==> src/rtl/mem_stage_pkg.sv <==
// Shared definitions for the memory-access stage: FSM encoding and
// default datapath/bus geometry.
package mem_stage_pkg;

   localparam int MS_WORD_WIDTH     = 32;
   localparam int MS_REG_FILE_DEPTH = 4;
   localparam int MS_ADDR_WIDTH     = 10;
   localparam int MS_DATA_BASE      = 1024;
   localparam int MS_MAX_WAIT       = 15;

   typedef enum logic [1:0] {
      IDLE = 2'd0,
      BUSY = 2'd1,
      DONE = 2'd2
   } state_t;

endpackage

==> src/rtl/mem_stage.sv <==
// Memory-access stage: drives the data-memory handshake for loads/stores,
// captures load data and freezes the upstream pipeline while waiting.
module mem_stage
   import mem_stage_pkg::*;
#(
   parameter int WORD_WIDTH     = MS_WORD_WIDTH,
   parameter int REG_FILE_DEPTH = MS_REG_FILE_DEPTH,
   parameter int ADDR_WIDTH     = MS_ADDR_WIDTH,
   parameter int DATA_BASE      = MS_DATA_BASE,
   parameter int MAX_WAIT       = MS_MAX_WAIT
) (
   input  logic                      clk,
   input  logic                      rst,
   input  logic                      mem_read,
   input  logic                      mem_write,
   input  logic                      WB_en,
   input  logic [REG_FILE_DEPTH-1:0] dst,
   input  logic [WORD_WIDTH-1:0]     ALU_res,
   input  logic [WORD_WIDTH-1:0]     st_val,
   output logic                      mem_req,
   output logic                      mem_we,
   output logic [ADDR_WIDTH-1:0]     mem_addr,
   output logic [WORD_WIDTH-1:0]     mem_wdata,
   input  logic                      mem_ready,
   input  logic [WORD_WIDTH-1:0]     mem_rdata,
   output logic                      freeze,
   output logic                      mem_err,
   output logic [REG_FILE_DEPTH-1:0] dst_out,
   output logic [WORD_WIDTH-1:0]     ALU_res_out,
   output logic [WORD_WIDTH-1:0]     mem_out,
   output logic                      mem_read_out,
   output logic                      WB_en_out
);

   localparam int CNT_W = $clog2(MAX_WAIT + 1);
   localparam logic [ADDR_WIDTH+1:0] BASE_LO = (ADDR_WIDTH + 2)'(DATA_BASE);

   state_t                state, state_nxt;
   logic [CNT_W-1:0]      wait_cnt;
   logic [WORD_WIDTH-1:0] data_q;
   logic                  err_q;
   logic                  busy;
   logic                  timeout;
   logic                  is_load;

   assign busy    = (state == BUSY);
   assign timeout = busy & ~mem_ready & (wait_cnt == CNT_W'(MAX_WAIT - 1));
   // A store wins when both strobes are set, so no load data is captured.
   assign is_load = mem_read & ~mem_write;

   always_ff @(posedge clk or posedge rst) begin
      if (rst) begin
         state    <= IDLE;
         wait_cnt <= '0;
         data_q   <= '0;
         err_q    <= 1'b0;
      end else begin
         state <= state_nxt;
         err_q <= timeout;
         if (busy & ~mem_ready & ~timeout)
            wait_cnt <= wait_cnt + CNT_W'(1);
         else
            wait_cnt <= '0;
         if (timeout)
            data_q <= '0;
         else if (busy & mem_ready & is_load)
            data_q <= mem_rdata;
      end
   end

   // Outputs are gated by rst so an asynchronous reset drops the request at once.
   always_comb begin
      state_nxt = state;
      freeze    = 1'b0;
      mem_req   = 1'b0;
      case (state)
         IDLE: begin
            if (mem_read | mem_write) state_nxt = BUSY;
            freeze = ~rst & (mem_read | mem_write);
         end
         BUSY: begin
            if (mem_ready | timeout) state_nxt = DONE;
            freeze  = ~rst;
            mem_req = ~rst;
         end
         DONE:    state_nxt = IDLE;
         default: state_nxt = IDLE;
      endcase
   end

   // Word address: byte offset from DATA_BASE with the byte-lane bits dropped.
   assign mem_addr  = ADDR_WIDTH'((ALU_res[ADDR_WIDTH+1:0] - BASE_LO) >> 2);
   assign mem_we    = mem_req & mem_write;
   assign mem_wdata = st_val;
   assign mem_err   = err_q;

   assign dst_out      = dst;
   assign ALU_res_out  = ALU_res;
   assign mem_read_out = is_load;
   assign mem_out      = data_q;
   assign WB_en_out    = WB_en & ~freeze;

endmodule

==> config.mk <==
export PLATFORM = sky130hd
export DESIGN_NAME = mem_stage
export DESIGN_NICKNAME = d
export VERILOG_FILES = /design/src/rtl/mem_stage_pkg.sv /design/src/rtl/mem_stage.sv
export SDC_FILE = /design/constraint.sdc
export NUM_CORES = 1
export LEC_CHECK = 0
export CAP_MARGIN = 15
export CORE_MARGIN = 10
export CORE_UTILIZATION = 31
export CTS_CLUSTER_DIAMETER = 50
export DETAILED_ROUTE_END_ITERATION = 10
export HOLD_SLACK_MARGIN = 0.15
export PLACE_DENSITY = 0.9
export SYNTH_ARGS = -nofsm -noshare
export SYNTH_HDL_FRONTEND = slang
export SYNTH_SLANG_ARGS = --single-unit
export TNS_END_PERCENT = 1
==> constraint.sdc <==
create_clock -name clk -period 1.6 [get_ports clk]
set_input_delay 0.32 -clock clk [delete_from_list [all_inputs] [get_ports clk]]
set_output_delay 0.32 -clock clk [all_outputs]
set_load 0.02 [all_outputs]
; ---- Word-level counts from Yosys, hierarchy flattened
; Index checks and enable logic that the tools add are counted.
[classes]
add_sub_neg = 2
n_mul = 0
n_div = 0
order_cmp = 0
n_eq_ne = 4
shift = 0
muxes = 8
bitwise_logic = 16
reduce_logical = 3
[op_table]
columns = op, count
row1 = 32-bit two-way mux, 2
row2 = "12-bit by 11-bit subtractor with 12-bit output, second input constant", 1
row3 = 1-bit AND, 9
row4 = 1-bit inverter, 5
row5 = "4-bit by 1-bit adder with 4-bit output, second input constant", 1
row6 = "4-bit equality test, second input constant", 1
row7 = 2-bit two-way mux, 2
row8 = 4-bit two-way mux, 1
row9 = 2-bit one-hot mux with 2 select lines, 1
row10 = "2-bit by 1-bit equality test with 1-bit output, second input constant", 1
row11 = 2-bit logical NOT, 1
row12 = "2-bit by 1-bit inequality test with 1-bit output, second input constant", 1
row13 = "2-bit inequality test, second input constant", 1
row14 = 1-bit bitwise OR, 2
row15 = 1-bit one-hot mux with 2 select lines, 1
row16 = 2-bit AND reduction, 1
row17 = 2-bit nonzero test, 1
row18 = 1-bit two-way mux, 1
[word_totals]
register_bits = 39
latchBits = 0
mem_bits_rw = 0
rom_bits = 0
in_bits = 106
out_inout_bits = 116
elab_cells = 37
n_memories = 0

; ---- Longest topological paths before layout
; Gate-level depths: netlist of run 1.
[depth]
depth_word = 6
mapped_depth = 6
ltp_nobuf = 5

; ---- Worst setup path after synthesis of run 1
; Ideal clock, no wire load.
[synth_timing]
path_type = reg2out
start = reg state[0]
end = out mem_we
t_arrival_ns = 1.226
required_time_ns = 1.280
setup_slack_ns = 0.054
path_stages_with_launch = 4
path_buffers = 0
path_cell_list = dfrtp_1 > or2b_1 > nor2_1 > and2_1
[synth_via]
elab_chain_len = 3
[synth_rtl]
columns = element, line
row1 = start: declaration, mem_stage.sv:38  ; state_t state, state_nxt;
row2 = start signal: assignment, mem_stage.sv:58  ; state <= state_nxt;
row3 = 2-bit by 1-bit equality test with 1-bit output, mem_stage.sv:76  ; case (state)
row4 = 1-bit two-way mux, mem_stage.sv:76
row5 = net mem_req, mem_stage.sv:20  ; output logic mem_req,
row6 = 1-bit AND, mem_stage.sv:93  ; assign mem_we = mem_req & mem_write;
row7 = end: declaration, mem_stage.sv:21  ; output logic mem_we,
; The timed path passes the listed nets, and every way through them passes these cells.

; ---- Worst setup path after layout of run 1
[layout_timing]
start = reg state[1]
end = out mem_we
[layout_via]
elab_chain_len = 3
[layout_rtl]
columns = element, line
row1 = 2-bit by 1-bit equality test with 1-bit output, mem_stage.sv:76
row2 = 1-bit two-way mux, mem_stage.sv:76
row3 = 1-bit AND, mem_stage.sv:93
; No other way between the ends.

==> results of run 1 <==
[how the worst max path moves through the flow]
stage             start   endpoint
2_1_floorplan  state[0]     mem_we
5_1_grt        state[1]     mem_we
6_report       state[1]     mem_we
3_3_place_gp   mem_read  WB_en_out
3_5_place_dp   mem_read  WB_en_out
4_1_cts        state[1]     mem_we
[cell families after synthesis]
group / after synthesis / share of synthesized area (%)
AOI/OAI and AO/OA: 33 / 7.40
xor gates and xnor gates: 3 / 1.09
adders and majority gates: 2 / 1.03
buffers and inverters: 121 / 32.0
DFF: 39 / 40.4
muxes: 32 / 13.2
and+or+nand+nor: 19 / 4.86
[synth_stat cells]
library cell / instances
and2_1: 1
and2b_1: 1
buf_2: 3
buf_4: 76
buf_6: 4
clkbuf_1: 2
clkbuf_2: 1
dfrtp_1: 39
ha_1: 2
inv_1: 35
mux2i_1: 32
nand2b_4: 1
nand3_1: 2
nand4b_2: 1
nor2_1: 7
nor2b_1: 2
nor3_1: 2
o21ai_0: 3
o21ai_1: 26
o21ai_2: 3
o31ai_1: 1
or2b_1: 1
or3b_1: 1
xnor2_1: 2
xor2_1: 1
[flip-flops by register name, indices dropped and copies added, names as in the netlist]
signal	flops
mem_err	1
wait_cnt	4
state	2
mem_out	32
[layer usage]
metal  routed length [um]  part of all wire, %
met1                 2140                   38
met2                 2800                   49
met3                  625                   11
met4                  120                  2.1
met5                    0                    0
[power by group]
| part | internal, W | switching (W) |
|---|---|---|
| logic | 0.00111 | 0.00122 |
| registers | 0.00142 | 0.000208 |
| clock network | 0.000291 | 0.000315 |
| total | 0.00282 | 0.00174 |
[metrics by stage]
step	std cells	instance area, um2	setup TNS, ps	setup slack [ps]	utilization [%]
4_1_cts	365	2900	-156	-94.2	37.9
2_1_floorplan	249	2420	0	54.0	-
5_1_grt	365	2990	-226	-110	39.1
3_5_place_dp	359	2850	-11720	-501	37.3
3_3_place_gp	359	2850	-10040	-458	37.3
6_report	365	2990	-89.9	-53.2	39.1
[what timing repair did]
| item | 4_1_cts | 5_1_grt |
|---|---|---|
| gates resized for setup | 32 | 35 |
| cloned | 0 | 0 |
| endpoints found under the setup margin | 14 | 51 |
[layout make-up]
cell class                      count  share of cell area [%]
Clock buffer                        6                    2.43
Sequential cell                    39                    32.7
Multi-Input combinational cell     89                    23.3
Timing Repair Buffer               94                    32.9
Tap cell                          102                    4.27
Inverter                           35                    4.40
[layout by cell type, fill, tap and decap left out, drive strengths merged]
| cell | n |
|---|---|
| clkdlybuf4s50 | 45 |
| dfrtp | 39 |
| inv | 35 |
| mux2i | 32 |
| o21ai | 32 |
| dlymetal6s2s | 23 |
| buf | 18 |
| dlygate4sd2 | 7 |
| nor2 | 7 |
| clkbuf | 7 |
| nor3 | 2 |
| xnor2 | 2 |
| nor2b | 2 |
| ha | 2 |
| nand3 | 2 |
| or3b | 1 |
| and2b | 1 |
| nand4b | 1 |
| nand2b | 1 |
| or2b | 1 |
| and2 | 1 |
| xor2 | 1 |
| o31ai | 1 |
==> results.toml, run 1 <==
[outcome]
status = "complete, but fails checks"
failed_checks = "negative setup slack"

[critical_path]
reg2reg_depth = 5
cp.arrival_ps = 1330
worst-r2r-setup-slack_ps = 80
crit_chain = "or2b_1 > nor2_2 > and2_1 > buf_6"
cp_max_fo = 2
cp_slowest_cell = "dfrtp_1"
critPathBufInv = 1
critPathTopFamily = "simple AND/OR/NAND/NOR gates"
critPathCaptureType = "primary output"
worst-path-stages = 4
cpPeakStageDelay_ps = 390
r2r_end = "mem_out[7]"
cp-start-kind = "flop"
required_ps = 1280
regToRegStartpoint = "state[1]"
worstSetupPathType = "flop to primary output"

[global_route]
grt_max_degree = 40
grt_antenna_before_repair = 0
top_usage_layer = "met2"
grt_util_met3_pct = 4.58
grt_pass1_wl_mm = 8.99
grt_overflow = 0
met2_usage_pct = 15.9
met1_usage_pct = 9.94
grt_pass1_vias = 1782
grt_usage_pct = 9.47

[timing]
finalWorstSetupSlack_ps = -53.2
period_minus_slack_ps = 1650
holdWs_ps = 511
final-hold-violation-count = 0
fmax_ghz = 0.605
fin_skew_ps = 2.57
setup_viol = 2
tightest_slew_ps = 253
post-route-period-util_pct = 103
rsz0062_at_grt = "yes"
slew_violations = 0
slew_headroom_pct = 83.1

[power_and_ir_drop]
ir_drop_mv = 0.508
power_density_nw_per_um2 = 1530
finalPower_w = 0.00456
leakagePower_nw = 1.80

[die]
start_util_pct = 31.6
die_w_um = 108
rows = 32
die_h_um = 108
dieArea_um2 = 11700
core-area_um2 = 7650
ios = 222

[placed_design]
numPortBuffers = 81
gp_congestion = 0.704
dp_hpwl_mm = 4.26

[logic_synthesis]
syn_nets = 357
synth.yosys.seq_area_share_pct = 40.4
syn_area_um2 = 2420
ys.warnings.count = 0
ys_types = 25
syn-mean-instance-area_um2 = 9.71
synth_area_leaders = "dfrtp_1 40%, buf_4 24%, mux2i_1 13%"
synth_cells = 249
synth_top_area_share_pct = 40.4
synth_top_cell_by_area = "dfrtp_1"
synth_seq_cells = 39

[clock_tree]
cts_root_buf = "clkbuf_8"
post-cts-setup-buffers = 0
clk_path_buf_depth = 2
numCtsBuffers = 5
clk_pin_slew_ps = 70
clock-sinks = 39
clk_latency_ps = 280
cts_htree_levels = 2
cts_tree = "built"
cts_hold_buffers = 0

[detailed_routing]
drt_pass1_iterations = 4
post_drt_via_cell_ratio = 4.41
drcViolationCount = 0
ant_nets = 0
vias = 1611
drt_iter0_markers = 42
drt_wl_total_mm = 5.69
post_drt_wl_per_cell_um = 15.6

[final_layout]
num-fill-cells = 734
area_growth_pct = 23.5
nets = 372
multi_input_area_um2 = 697
drive_gt1_share_pct = 13.3
seqCellArea_um2 = 976
diodes = 0

[hold_path]
worstHoldStart = "wait_cnt[0]"
worstHoldPathType = "flop to flop"
holdPathStages = 1
holdPathEnd = "wait_cnt[0]"

[run]
maxCapViolations = 0
Power figures use the tool's default switching activity.
==> run 2: changes to the inputs <==
--- a/config.mk
+++ b/config.mk
@@ -10,7 +10,7 @@
 export CORE_UTILIZATION = 31
 export CTS_CLUSTER_DIAMETER = 50
 export DETAILED_ROUTE_END_ITERATION = 10
-export HOLD_SLACK_MARGIN = 0.15
+export HOLD_SLACK_MARGIN = 0.05
 export PLACE_DENSITY = 0.9
 export SYNTH_ARGS = -nofsm -noshare
 export SYNTH_HDL_FRONTEND = slang
==> results of run 2 <==
No change in the layout: final DEF, timing and power equal those of run 1.
==> run 3: changes to the inputs <==
--- a/config.mk
+++ b/config.mk
@@ -5,7 +5,6 @@
 export SDC_FILE = /design/constraint.sdc
 export NUM_CORES = 1
 export LEC_CHECK = 0
-export CAP_MARGIN = 15
 export CORE_MARGIN = 10
 export CORE_UTILIZATION = 31
 export CTS_CLUSTER_DIAMETER = 50
==> results of run 3 <==
No change in the layout: final DEF, timing and power equal those of run 1.
